**src/rtl/spe_pkg.sv**
```systemverilog
// Shared definitions for the spiking processing element: packet layout,
// router opcodes and the per-neuron state encoding.
package spe_pkg;

    // Packet layout: [32:29] destination, [28:25] opcode, [24:0] data
    localparam int PKT_W    = 33;
    localparam int ADDR_W   = 4;
    localparam int OP_W     = 4;
    localparam int DATA_W   = 25;
    localparam int ADDR_MSB = 32;
    localparam int ADDR_LSB = 29;
    localparam int OP_MSB   = 28;
    localparam int OP_LSB   = 25;
    localparam int DATA_MSB = 24;
    localparam int DATA_LSB = 0;

    // Opcodes shared by every SPE instance
    localparam logic [OP_W-1:0] OP_PSUM          = 4'd12;
    localparam logic [OP_W-1:0] OP_TIMESTEP_DONE = 4'd15;

    // Guard bits above the potential width so five psums plus a residual
    // can never wrap before saturation at FIRE
    localparam int ACC_GUARD = 4;

    // Opcode this SPE uses to deliver a {residual, spike} packet
    function automatic logic [OP_W-1:0] op_send(input int id);
        return OP_W'(2 * id);
    endfunction

    // Opcode this SPE uses to ask output memory for the previous residual
    function automatic logic [OP_W-1:0] op_req(input int id);
        return OP_W'(2 * id + 1);
    endfunction

    typedef enum logic [2:0] {
        ACCUM,
        REQ,
        WAIT_RES,
        FIRE,
        SEND
    } spe_state_e;

endpackage

```
**src/rtl/spe_threshold.sv**
```systemverilog
// Combinational neuron update: saturate the wide accumulator to the
// potential range, compare against the threshold and apply subtractive reset.
module spe_threshold
    import spe_pkg::*;
#(
    parameter int SUM_WIDTH = 13,
    parameter int ACC_WIDTH = 17,
    parameter int THRESHOLD = 64
) (
    input  logic signed [ACC_WIDTH-1:0] acc_i,
    output logic signed [SUM_WIDTH-1:0] residual_o,
    output logic                        spike_o
);

    localparam logic signed [ACC_WIDTH-1:0] POS_MAX = ACC_WIDTH'((1 << (SUM_WIDTH - 1)) - 1);
    localparam logic signed [ACC_WIDTH-1:0] NEG_MIN = ACC_WIDTH'(-(1 << (SUM_WIDTH - 1)));
    localparam logic signed [SUM_WIDTH-1:0] TH      = SUM_WIDTH'(THRESHOLD);

    logic signed [SUM_WIDTH-1:0] pot_sat;

    // Clamp to the signed potential range, then fire and subtract if at/above threshold
    always_comb begin
        pot_sat    = acc_i[SUM_WIDTH-1:0];
        residual_o = '0;
        spike_o    = 1'b0;
        if (acc_i > POS_MAX) begin
            pot_sat = POS_MAX[SUM_WIDTH-1:0];
        end else if (acc_i < NEG_MIN) begin
            pot_sat = NEG_MIN[SUM_WIDTH-1:0];
        end
        if (pot_sat >= TH) begin
            spike_o    = 1'b1;
            residual_o = pot_sat - TH;
        end else begin
            spike_o    = 1'b0;
            residual_o = pot_sat;
        end
    end

endmodule

```
**src/rtl/spe_accum.sv**
```systemverilog
// Spiking processing element feeding output memory. Sums NUM_PSUMS partial
// sums per neuron, in timestep 2 folds in the stored residual fetched from
// output memory, then thresholds and emits a {residual, spike} packet.
module spe_accum
    import spe_pkg::*;
#(
    parameter int SPE_ID    = 0,
    parameter int OMEM_ADDR = 9,
    parameter int NUM_PSUMS = 5,
    parameter int SUM_WIDTH = 13,
    parameter int THRESHOLD = 64
) (
    input  logic             clk,
    input  logic             reset,
    input  logic             in_valid,
    output logic             in_ready,
    input  logic [PKT_W-1:0] in_packet,
    output logic             out_valid,
    input  logic             out_ready,
    output logic [PKT_W-1:0] out_packet,
    output logic [1:0]       ts,
    output logic             proto_err
);

    localparam int ACC_WIDTH = SUM_WIDTH + ACC_GUARD;
    localparam int CNT_W     = (NUM_PSUMS > 1) ? $clog2(NUM_PSUMS) : 1;
    localparam int EXT_W     = DATA_W - 1 - SUM_WIDTH;

    localparam logic [ADDR_W-1:0] DEST     = ADDR_W'(OMEM_ADDR);
    localparam logic [CNT_W-1:0]  CNT_LAST = CNT_W'(NUM_PSUMS - 1);
    localparam logic [PKT_W-1:0]  REQ_PKT  = {DEST, op_req(SPE_ID), DATA_W'(SPE_ID * 2)};

    spe_state_e                  state_q, state_d;
    logic [1:0]                  ts_q, ts_d;
    logic [CNT_W-1:0]            psum_cnt_q, psum_cnt_d;
    logic signed [ACC_WIDTH-1:0] acc_q, acc_d;
    logic                        in_ready_q, in_ready_d;
    logic                        out_valid_q, out_valid_d;
    logic [PKT_W-1:0]            out_packet_q, out_packet_d;
    logic                        proto_err_q, proto_err_d;

    logic                        in_fire;
    logic                        out_fire;
    logic [OP_W-1:0]             in_op;
    logic [DATA_W-1:0]           in_data;
    logic signed [ACC_WIDTH-1:0] psum_ext;
    logic signed [ACC_WIDTH-1:0] resid_ext;
    logic signed [SUM_WIDTH-1:0] thr_residual;
    logic                        thr_spike;
    logic                        unused_in_bits;

    assign in_fire  = in_valid && in_ready_q;
    assign out_fire = out_valid_q && out_ready;
    assign in_op    = in_packet[OP_MSB:OP_LSB];
    assign in_data  = in_packet[DATA_MSB:DATA_LSB];

    // A psum sits in the low SUM_WIDTH data bits; a residual reply carries
    // the previous residual in data[SUM_WIDTH:1] with the old spike in bit 0
    assign psum_ext  = {{ACC_GUARD{in_data[SUM_WIDTH-1]}}, in_data[SUM_WIDTH-1:0]};
    assign resid_ext = {{ACC_GUARD{in_data[SUM_WIDTH]}}, in_data[SUM_WIDTH:1]};

    // Destination and upper data bits of incoming packets carry no meaning here
    assign unused_in_bits = &{1'b0, in_packet[ADDR_MSB:ADDR_LSB], in_data[DATA_MSB:SUM_WIDTH+1], in_data[0]};

    spe_threshold #(
        .SUM_WIDTH (SUM_WIDTH),
        .ACC_WIDTH (ACC_WIDTH),
        .THRESHOLD (THRESHOLD)
    ) u_threshold (
        .acc_i      (acc_q),
        .residual_o (thr_residual),
        .spike_o    (thr_spike)
    );

    // State and datapath registers; reset aborts the neuron and drops any pending packet
    always_ff @(posedge clk) begin
        if (reset) begin
            state_q      <= ACCUM;
            ts_q         <= 2'd1;
            psum_cnt_q   <= '0;
            acc_q        <= '0;
            in_ready_q   <= 1'b0;
            out_valid_q  <= 1'b0;
            out_packet_q <= '0;
            proto_err_q  <= 1'b0;
        end else begin
            state_q      <= state_d;
            ts_q         <= ts_d;
            psum_cnt_q   <= psum_cnt_d;
            acc_q        <= acc_d;
            in_ready_q   <= in_ready_d;
            out_valid_q  <= out_valid_d;
            out_packet_q <= out_packet_d;
            proto_err_q  <= proto_err_d;
        end
    end

    // Next-state and datapath updates for the per-neuron sequence
    always_comb begin
        state_d      = state_q;
        ts_d         = ts_q;
        psum_cnt_d   = psum_cnt_q;
        acc_d        = acc_q;
        out_valid_d  = out_valid_q;
        out_packet_d = out_packet_q;
        proto_err_d  = proto_err_q;

        case (state_q)
            ACCUM: begin
                if (in_fire) begin
                    if (in_op == OP_PSUM) begin
                        acc_d = acc_q + psum_ext;
                        if (psum_cnt_q == CNT_LAST) begin
                            psum_cnt_d = '0;
                            if (ts_q == 2'd2) begin
                                // Request goes out on the same edge we leave ACCUM
                                state_d      = REQ;
                                out_packet_d = REQ_PKT;
                                out_valid_d  = 1'b1;
                            end else begin
                                state_d = FIRE;
                            end
                        end else begin
                            psum_cnt_d = psum_cnt_q + 1'b1;
                        end
                    end else if (in_op == OP_TIMESTEP_DONE) begin
                        // Timestep boundary is only legal between neurons; ts saturates at 2
                        if (psum_cnt_q == '0) begin
                            ts_d = 2'd2;
                        end else begin
                            proto_err_d = 1'b1;
                        end
                    end else begin
                        proto_err_d = 1'b1;
                    end
                end
            end

            REQ: begin
                if (out_fire) begin
                    out_valid_d = 1'b0;
                    state_d     = WAIT_RES;
                end
            end

            WAIT_RES: begin
                // Whatever arrives next is the residual reply; its opcode is not checked
                if (in_fire) begin
                    acc_d   = acc_q + resid_ext;
                    state_d = FIRE;
                end
            end

            FIRE: begin
                // Packet is loaded here; it becomes valid on the following edge
                out_packet_d = {DEST, op_send(SPE_ID),
                                {{EXT_W{thr_residual[SUM_WIDTH-1]}}, thr_residual, thr_spike}};
                state_d      = SEND;
            end

            SEND: begin
                if (out_fire) begin
                    out_valid_d = 1'b0;
                    acc_d       = '0;
                    psum_cnt_d  = '0;
                    state_d     = ACCUM;
                end else begin
                    out_valid_d = 1'b1;
                end
            end

            default: begin
                state_d = ACCUM;
            end
        endcase
    end

    // Accept router traffic only in states that consume packets
    always_comb begin
        in_ready_d = (state_d == ACCUM) || (state_d == WAIT_RES);
    end

    assign in_ready   = in_ready_q;
    assign out_valid  = out_valid_q;
    assign out_packet = out_packet_q;
    assign ts         = ts_q;
    assign proto_err  = proto_err_q;

endmodule

```
**config.mk**
```make
export PLATFORM = sky130hd
export DESIGN_NAME = spe_accum
export DESIGN_NICKNAME = d
export VERILOG_FILES = /design/src/rtl/spe_pkg.sv /design/src/rtl/spe_threshold.sv /design/src/rtl/spe_accum.sv
export SDC_FILE = /design/constraint.sdc
export NUM_CORES = 1
export LEC_CHECK = 0
export CAP_MARGIN = 20
export CORE_MARGIN = 3
export CORE_UTILIZATION = 53
export CTS_BUF_LIST = sky130_fd_sc_hd__clkbuf_8
export DETAILED_ROUTE_END_ITERATION = 6
export GPL_TIMING_DRIVEN = 0
export PLACE_DENSITY = 0.87
export SLEW_MARGIN = 20
export SYNTH_ARGS = -nofsm -noshare
export SYNTH_HDL_FRONTEND = slang
export SYNTH_HIERARCHICAL = 1
export SYNTH_SLANG_ARGS = --single-unit
export TNS_END_PERCENT = 50
```
**constraint.sdc**
```tcl
create_clock -name clk -period 4.5 [get_ports clk]
set_input_delay 0.675 -clock clk [delete_from_list [all_inputs] [get_ports clk]]
set_output_delay 0.675 -clock clk [all_outputs]
set_load 0.02 [all_outputs]
```
==> qor.csv, run 1 <==
stage,metric,value,unit
synthesis,"Cell Area, Synth",0.00336,sq mm
routing,post-route ant nets,0,
global_route,initial antenna violation count,0,
clocking,H-tree depth,2,
routing,DRT Wirelength,8640,um
floorplanning,Rows,28,
sta,Clock Skew,7.14,ps
global_route,largest net degree at the start of global routing,16,
global_route,first-pass GRT wire length,14300,um
sta,Slew @ Worst Pin,994,ps
clocking,CTS resizes,0,
clocking,CTS tree,built,
layout,layout cell share with drive strength beyond 1,0.124,
placed_design,I/O Buffers,54,
synthesis,Synth Register Bits,44,
global_route,Tot GR Track Use,0.236,
clocking,clk sinks,44,
sta,"Slew Viols, Final",0,
synthesis,Mapped Avg Cell Area,7.73,sq um
placed_design,Placer Congestion,0.892,
synthesis,"Seq/Total Area, Yosys",0.262,
synthesis,"area leader, netlist",dfxtp_1,
sta,share of the clock period used by the worst path,0.850,
floorplanning,core box area,0.00603,sq mm
synthesis,"EDFF count, synth",0,
placed_design,placed inst area,0.00401,sq mm
synthesis,ys async rst share,0,
global_route,vias in the first global route,3142,
floorplanning,die width,85.7,um
layout,Area Growth Syn to Fin,22.8,%
setup_path,"slowest stage cell, crit path",clkbuf_1,
setup_path,critical path class,reg -> reg,
clocking,Max Buffers Root-to-Sink,2,
placed_design,Final HPWL DP,6540,um
setup_path,crit-path max cell delay,430,ps
sta,Period minus WS final,3820,ps
outcome,status,finished clean,
power_and_ir_drop,Worst VDD drop,155,uV
setup_path,WP data arrival,4000,ps
synthesis,Gate Count Post-Synth,435,
setup_path,Reg-to-Reg Start,state_q[2],
synthesis,number of library cell types mapped by synthesis,68,
routing,Vias/cell,5.98,
min_path,hold_sp,ts[0],
layout,Total Nets Final,559,
floorplanning,Die Y,85.7,um
synthesis,ranking of synthesized cells by area,"dfxtp_1, ha_1, nor2_1",
sta,WHS,462,ps
sta,Slew HR,0.332,
sta,PnR worst setup slack,676,ps
sta,setup_tns,0,ps
synthesis,most frequent cell after synthesis,nor2_1,
setup_path,crit path max fanout,10,
layout,Layout fillers,497,
clocking,CTS Buf Count,5,
floorplanning,Initial Util,0.558,
run,max_cap viols,0,
synthesis,top-area cell type share of the netlist area,0.262,
synthesis,"top cells by count, synth","nor2_1, nand2_1, dfxtp_1",
setup_path,startpoint types,flip-flop,
layout,Multi-input gate area,0.00220,sq mm
setup_path,crit path launch,state_q[2],
clocking,insertion delay to the later sink of the worst-skew pair,310,ps
setup_path,Critical path buffers and inverters,4,
sta,FMAX,262,MHz
layout,register area,881,sq um
clocking,Root Driver,clkbuf_8,
power_and_ir_drop,Leak Pwr,1.66,nW
floorplanning,DIE AREA,0.00734,sq mm
setup_path,WP data required,4670,ps
setup_path,"delay-heaviest family, CP",compound AO/OA/AOI/OAI gates,
clocking,"CTS clk-pin slew, worst paths",90,ps
layout,Layout Cell Area excl Fill,0.00413,sq mm
synthesis,Syn. warnings,6,
clocking,# Post-CTS Setup Buffers,0,
power_and_ir_drop,Final Total Pwr,0.837,mW
routing,total number of vias,3442,
routing,Initial DRC Count,216,
synthesis,leading register cell type out of synthesis,dfxtp_1,
routing,1st-pass router iterations,5,
routing,DRC viols,0,
sta,Fin. Hold Viols,0,
setup_path,crit path capture type,flip-flop,
routing,WL/cell,15.0,um
setup_path,CP Cell Sequence,inv_2 > and3_4 > buf_6 > clkbuf_1 > mux2_2 > ha_1 > inv_1 > fa_1 > nand2b_1 > a21oi_2 > nor4_2 > o311a_4 > o21bai_1 > mux2i_1 > a31oi_1,
power_and_ir_drop,power per cell area,203,mW/mm^2
sta,RSZ-0062 raised after global routing,false,
global_route,grt ovf,0,
min_path,HP Class,reg -> reg,
clocking,hold_buf cts,0,
layout,antenna cells,0,
sta,Final setup viols,0,
floorplanning,# IOs,75,
placed_design,dpl ws,801,ps
==> routing by layer <==
metal | vias up | GRT usage | wire length (um)
met2 | 137 | 0.403 | 4250
met4 | 0 | 0.0806 | 166
met5 | - | 0 | 0
li1 | 1665 | - | -
met3 | 20 | 0.0461 | 564
met1 | 1620 | 0.298 | 3660
==> final timing paths <==
kind / endpoint / slack (ps) / cells past startpoint
worst max-delay path: acc_q[16] / 680 / 15
worst min-delay path: ts[0] / 460 / 2
worst max register to register: acc_q[16] / 680 / 15
worst min register to register: ts[0] / 460 / 2
==> worst min-delay path, delay by kind of cell, from the launching register on <==
family           cells  cell delay, ps
flip-flops           1             330
AND/OR/NAND/NOR      2             100
==> cell usage in the layout (no fill, tap or decap), drive strengths merged, types with 2 or more instances in the layout <==
master and n:
o21ai 27, a22o 5, or3 5, nand2b 8, nand2 46, nor3 13
clkdlybuf4s50 54, nand3 9, conb 5, nor2b 3, nor4 3, xor2 4
mux2i 2, a22oi 15, xnor2 9, a2bb2oi 5, o211ai 3, nand4 5
a21o 6, and3 5, buf 23, mux2 14, ha 21, clkbuf 20
a31oi 8, dfxtp 44, nor2 56, inv 19, clkinv 2, a21oi 36
==> report_power, final <==
group / total (mW) / switching (mW) / internal (mW)
clock network: 0.321 / 0.153 / 0.167
logic: 0.122 / 0.0624 / 0.0594
registers: 0.395 / 0.00331 / 0.392
==> metrics by stage <==
step / instances / utilization
6_report: 576 / 0.685
3_5_place_dp: 568 / 0.666
2_1_floorplan: 439 / -
3_3_place_gp: 568 / 0.666
4_1_cts: 576 / 0.685
5_1_grt: 576 / 0.685
==> cells by family (layout without fill, tap and decap cells) <==
logic type                 count (synthesis)  in the layout  synth area share
adders and majority gates                 22             22            0.0841
DFF                                       44             44             0.262
muxes                                     16             16            0.0551
other                                      1              5           0.00112
and+or+nand+nor                          163            163             0.237
buffers and inverters                     57            119            0.0882
xor gates and xnor gates                  13             13            0.0339
AOI/OAI and AO/OA                        119            119             0.239
==> sequential cells by signal, indices dropped and copies added (netlist names) <==
| signal | count |
|---|---|
| in_ready | 1 |
| ts | 2 |
| proto_err | 1 |
| psum_cnt_q | 3 |
| state_q | 3 |
| out_packet | 16 |
| out_valid | 1 |
| acc_q | 17 |
==> area by class of cell <==
class                      instances  share of cell area
timing repair buffer              54               0.131
tap                               75              0.0227
clock inverter                     3              0.0115
multi-input combinational        338               0.533
inverter                          19              0.0173
clock buffer                       5              0.0167
sequential                        44               0.213
buffer                            38              0.0545
Power figures use the tool's default switching activity.
==> run 2: changes to the inputs <==
CORE_UTILIZATION = 48   (was 53)
PLACE_DENSITY = 0.84   (was 0.87)
clock period = 3.4 ns   (was 4.5 ns; I/O delays follow)
==> run 2 against run 1 <==
First-iteration DRC count is 8.3% higher; global-route usage is 2.9 points lower; clock skew hardly changed; critical path type unchanged; worst setup slack worse by 550 ps; hold slack better by 2.6 ps.
==> qor.csv, run 2 (synthesized netlist as in run 1, its figures left out) <==
stage,metric,value,unit,change
layout,Finished Layout Cells,593,,was 576
global_route,routing usage on met2,0.348,,was 0.403
clocking,Max Buffers Root-to-Sink,2,,unchanged
sta,Clock Skew,7.50,ps,was 7.14 ps
setup_path,crit path max fanout,13,,was 10
setup_path,WP data required,3570,ps,was 4670 ps
global_route,GR peak layer,met2,,unchanged
floorplanning,Rows,29,,was 28
global_route,vias in the first global route,3044,,was 3142
global_route,Tot GR Track Use,0.207,,was 0.236
sta,FMAX,306,MHz,was 262 MHz
min_path,HP Class,reg -> reg,,unchanged
floorplanning,# IOs,75,,unchanged
layout,post-layout util,0.634,,was 0.685
floorplanning,DIE AREA,0.00805,sq mm,was 0.00734 sq mm
floorplanning,die width,89.7,um,was 85.7 um
placed_design,dpl cells,586,,was 568
global_route,initial antenna violation count,0,,unchanged
run,max_cap viols,0,,unchanged
setup_path,startpoint types,flip-flop,,unchanged
clocking,CTS Buf Count,5,,unchanged
routing,DRT Wirelength,8450,um,was 8640 um
routing,DRC viols,0,,unchanged
outcome,status,finished clean,,unchanged
sta,Slew @ Worst Pin,1010,ps,was 994 ps
floorplanning,Die Y,89.7,um,was 85.7 um
sta,share of the clock period used by the worst path,0.963,,was 0.850
setup_path,"slowest stage cell, crit path",o311a_4,,was clkbuf_1
clocking,Root Driver,clkbuf_8,,unchanged
clocking,# Post-CTS Setup Buffers,0,,unchanged
clocking,hold_buf cts,0,,unchanged
routing,Initial DRC Count,234,,was 216
placed_design,dpl ws,-337,ps,was 801 ps
placed_design,I/O Buffers,54,,unchanged
routing,WL/cell,14.3,um,was 15.0 um
sta,Slew HR,0.322,,was 0.332
routing,post-route ant nets,0,,unchanged
routing,total number of vias,3343,,was 3442
setup_path,WP data arrival,3440,ps,was 4000 ps
setup_path,Critical path buffers and inverters,3,,was 4
setup_path,"most used cell, CP",inv_1,,
setup_path,CP Cell Sequence,inv_1 > and3_4 > buf_6 > mux2_2 > ha_1 > inv_1 > fa_1 > nand2b_1 > a21oi_2 > nor4_2 > o311a_4 > o21bai_2 > mux2i_1 > a31oi_1,,was inv_2 > and3_4 > buf_6 > clkbuf_1 > mux2_2 > ha_1 > inv_1 > fa_1 > nand2b_1 > a21oi_2 > nor4_2 > o311a_4 > o21bai_1 > mux2i_1 > a31oi_1
placed_design,Placer Congestion,0.899,,was 0.892
setup_path,critical path class,reg -> reg,,unchanged
clocking,CTS tree,built,,unchanged
power_and_ir_drop,Leak Pwr,1.66,nW,about the same
global_route,GR met3 Demand/Resource,0.0351,,was 0.0461
clocking,clk sinks,44,,unchanged
placed_design,Final HPWL DP,6590,um,was 6540 um
setup_path,crit path capture type,flip-flop,,unchanged
global_route,met1 usage,0.274,,was 0.298
sta,Fin. Hold Viols,0,,unchanged
sta,Period minus WS final,3270,ps,was 3820 ps
clocking,H-tree depth,2,,unchanged
clocking,insertion delay to the later sink of the worst-skew pair,300,ps,was 310 ps
layout,"commonest cells after routing, fill and taps aside","nor2_1, clkdlybuf4s50_1, nand2_1, dfxtp_1, a21oi_1",,unchanged
floorplanning,core box area,0.00657,sq mm,was 0.00603 sq mm
sta,Final setup viols,0,,unchanged
power_and_ir_drop,Worst VDD drop,172,uV,was 155 uV
setup_path,"delay-heaviest family, CP",compound AO/OA/AOI/OAI gates,,unchanged
routing,Vias/cell,5.64,,was 5.98
routing,1st-pass router iterations,5,,unchanged
layout,Largest Register,acc_q,,unchanged
layout,layout cell share with drive strength beyond 1,0.134,,was 0.124
sta,WHS,465,ps,was 462 ps
sta,PnR worst setup slack,127,ps,was 676 ps
floorplanning,Initial Util,0.512,,was 0.558
power_and_ir_drop,power per cell area,264,mW/mm^2,was 203 mW/mm^2
sta,"Slew Viols, Final",0,,unchanged
global_route,grt ovf,0,,unchanged
clocking,"CTS clk-pin slew, worst paths",90,ps,about the same
setup_path,crit-path max cell delay,430,ps,about the same
layout,Layout fillers,566,,was 497
global_route,first-pass GRT wire length,14300,um,about the same
layout,Area Growth Syn to Fin,23.8,%,was 22.8%
layout,max FFs per register,17,,unchanged
layout,Total Nets Final,558,,was 559
global_route,largest net degree at the start of global routing,16,,unchanged
layout,antenna cells,0,,unchanged
sta,RSZ-0062 raised after global routing,true,,was false
==> run 2: final timing paths <==
check	startpoint	end	slack, ps	depth (start not counted)
setup reg to reg	state_q[0]	acc_q[16]	130	14
hold / removal	ts[0]	ts[0]	460	2
hold reg to reg	ts[0]	ts[0]	460	2
setup / recovery	state_q[0]	acc_q[16]	130	14
==> run 2: tightest hold or removal path, cell delays in order (launching register included) <==
cell and delay (ps):
dfxtp_1 330, nand2_1 50, nand2_1 40
==> run 2: cell type report <==
class	count	area (sq um)	area share
repair buffers	54	541	0.130
clock buffers	5	68.8	0.0165
multi-input cells	338	2210	0.531
well taps	93	116	0.0279
flip-flops and latches	44	886	0.213
plain buffers	37	223	0.0535
inverters	19	71.3	0.0171
clock inverters	3	47.5	0.0114
==> run 2: routing by layer <==
metal / part of all wire / vias to the layer above / wire (um)
li1: - / 1661 / -
met1: 0.46 / 1565 / 3880
met4: 0.015 / 0 / 129
met5: 0 / - / 0
met2: 0.48 / 104 / 4040
met3: 0.048 / 13 / 406
==> run 2: what timing repair did <==
item,CTS,global route
setup endpoints to repair,9,3
gates cloned,0,0
pin swaps,0,0
gates resized for setup,0,8
==> run 2: through the flow <==
step	area, sq um	total power [mW]	setup TNS (ps)
2_1_floorplan	3380	0.641	0
3_3_place_gp	4040	0.689	-546
3_5_place_dp	4040	0.692	-1100
4_1_cts	4150	1.10	0
5_1_grt	4160	1.14	-38.8
6_report	4160	1.10	0
==> run 2: where the power goes <==
group	leakage, nW	internal (mW)	switching, mW	total [mW]
clock network	0.0583	0.221	0.194	0.416
logic	1.25	0.0786	0.0818	0.160
registers	0.356	0.518	0.00426	0.522
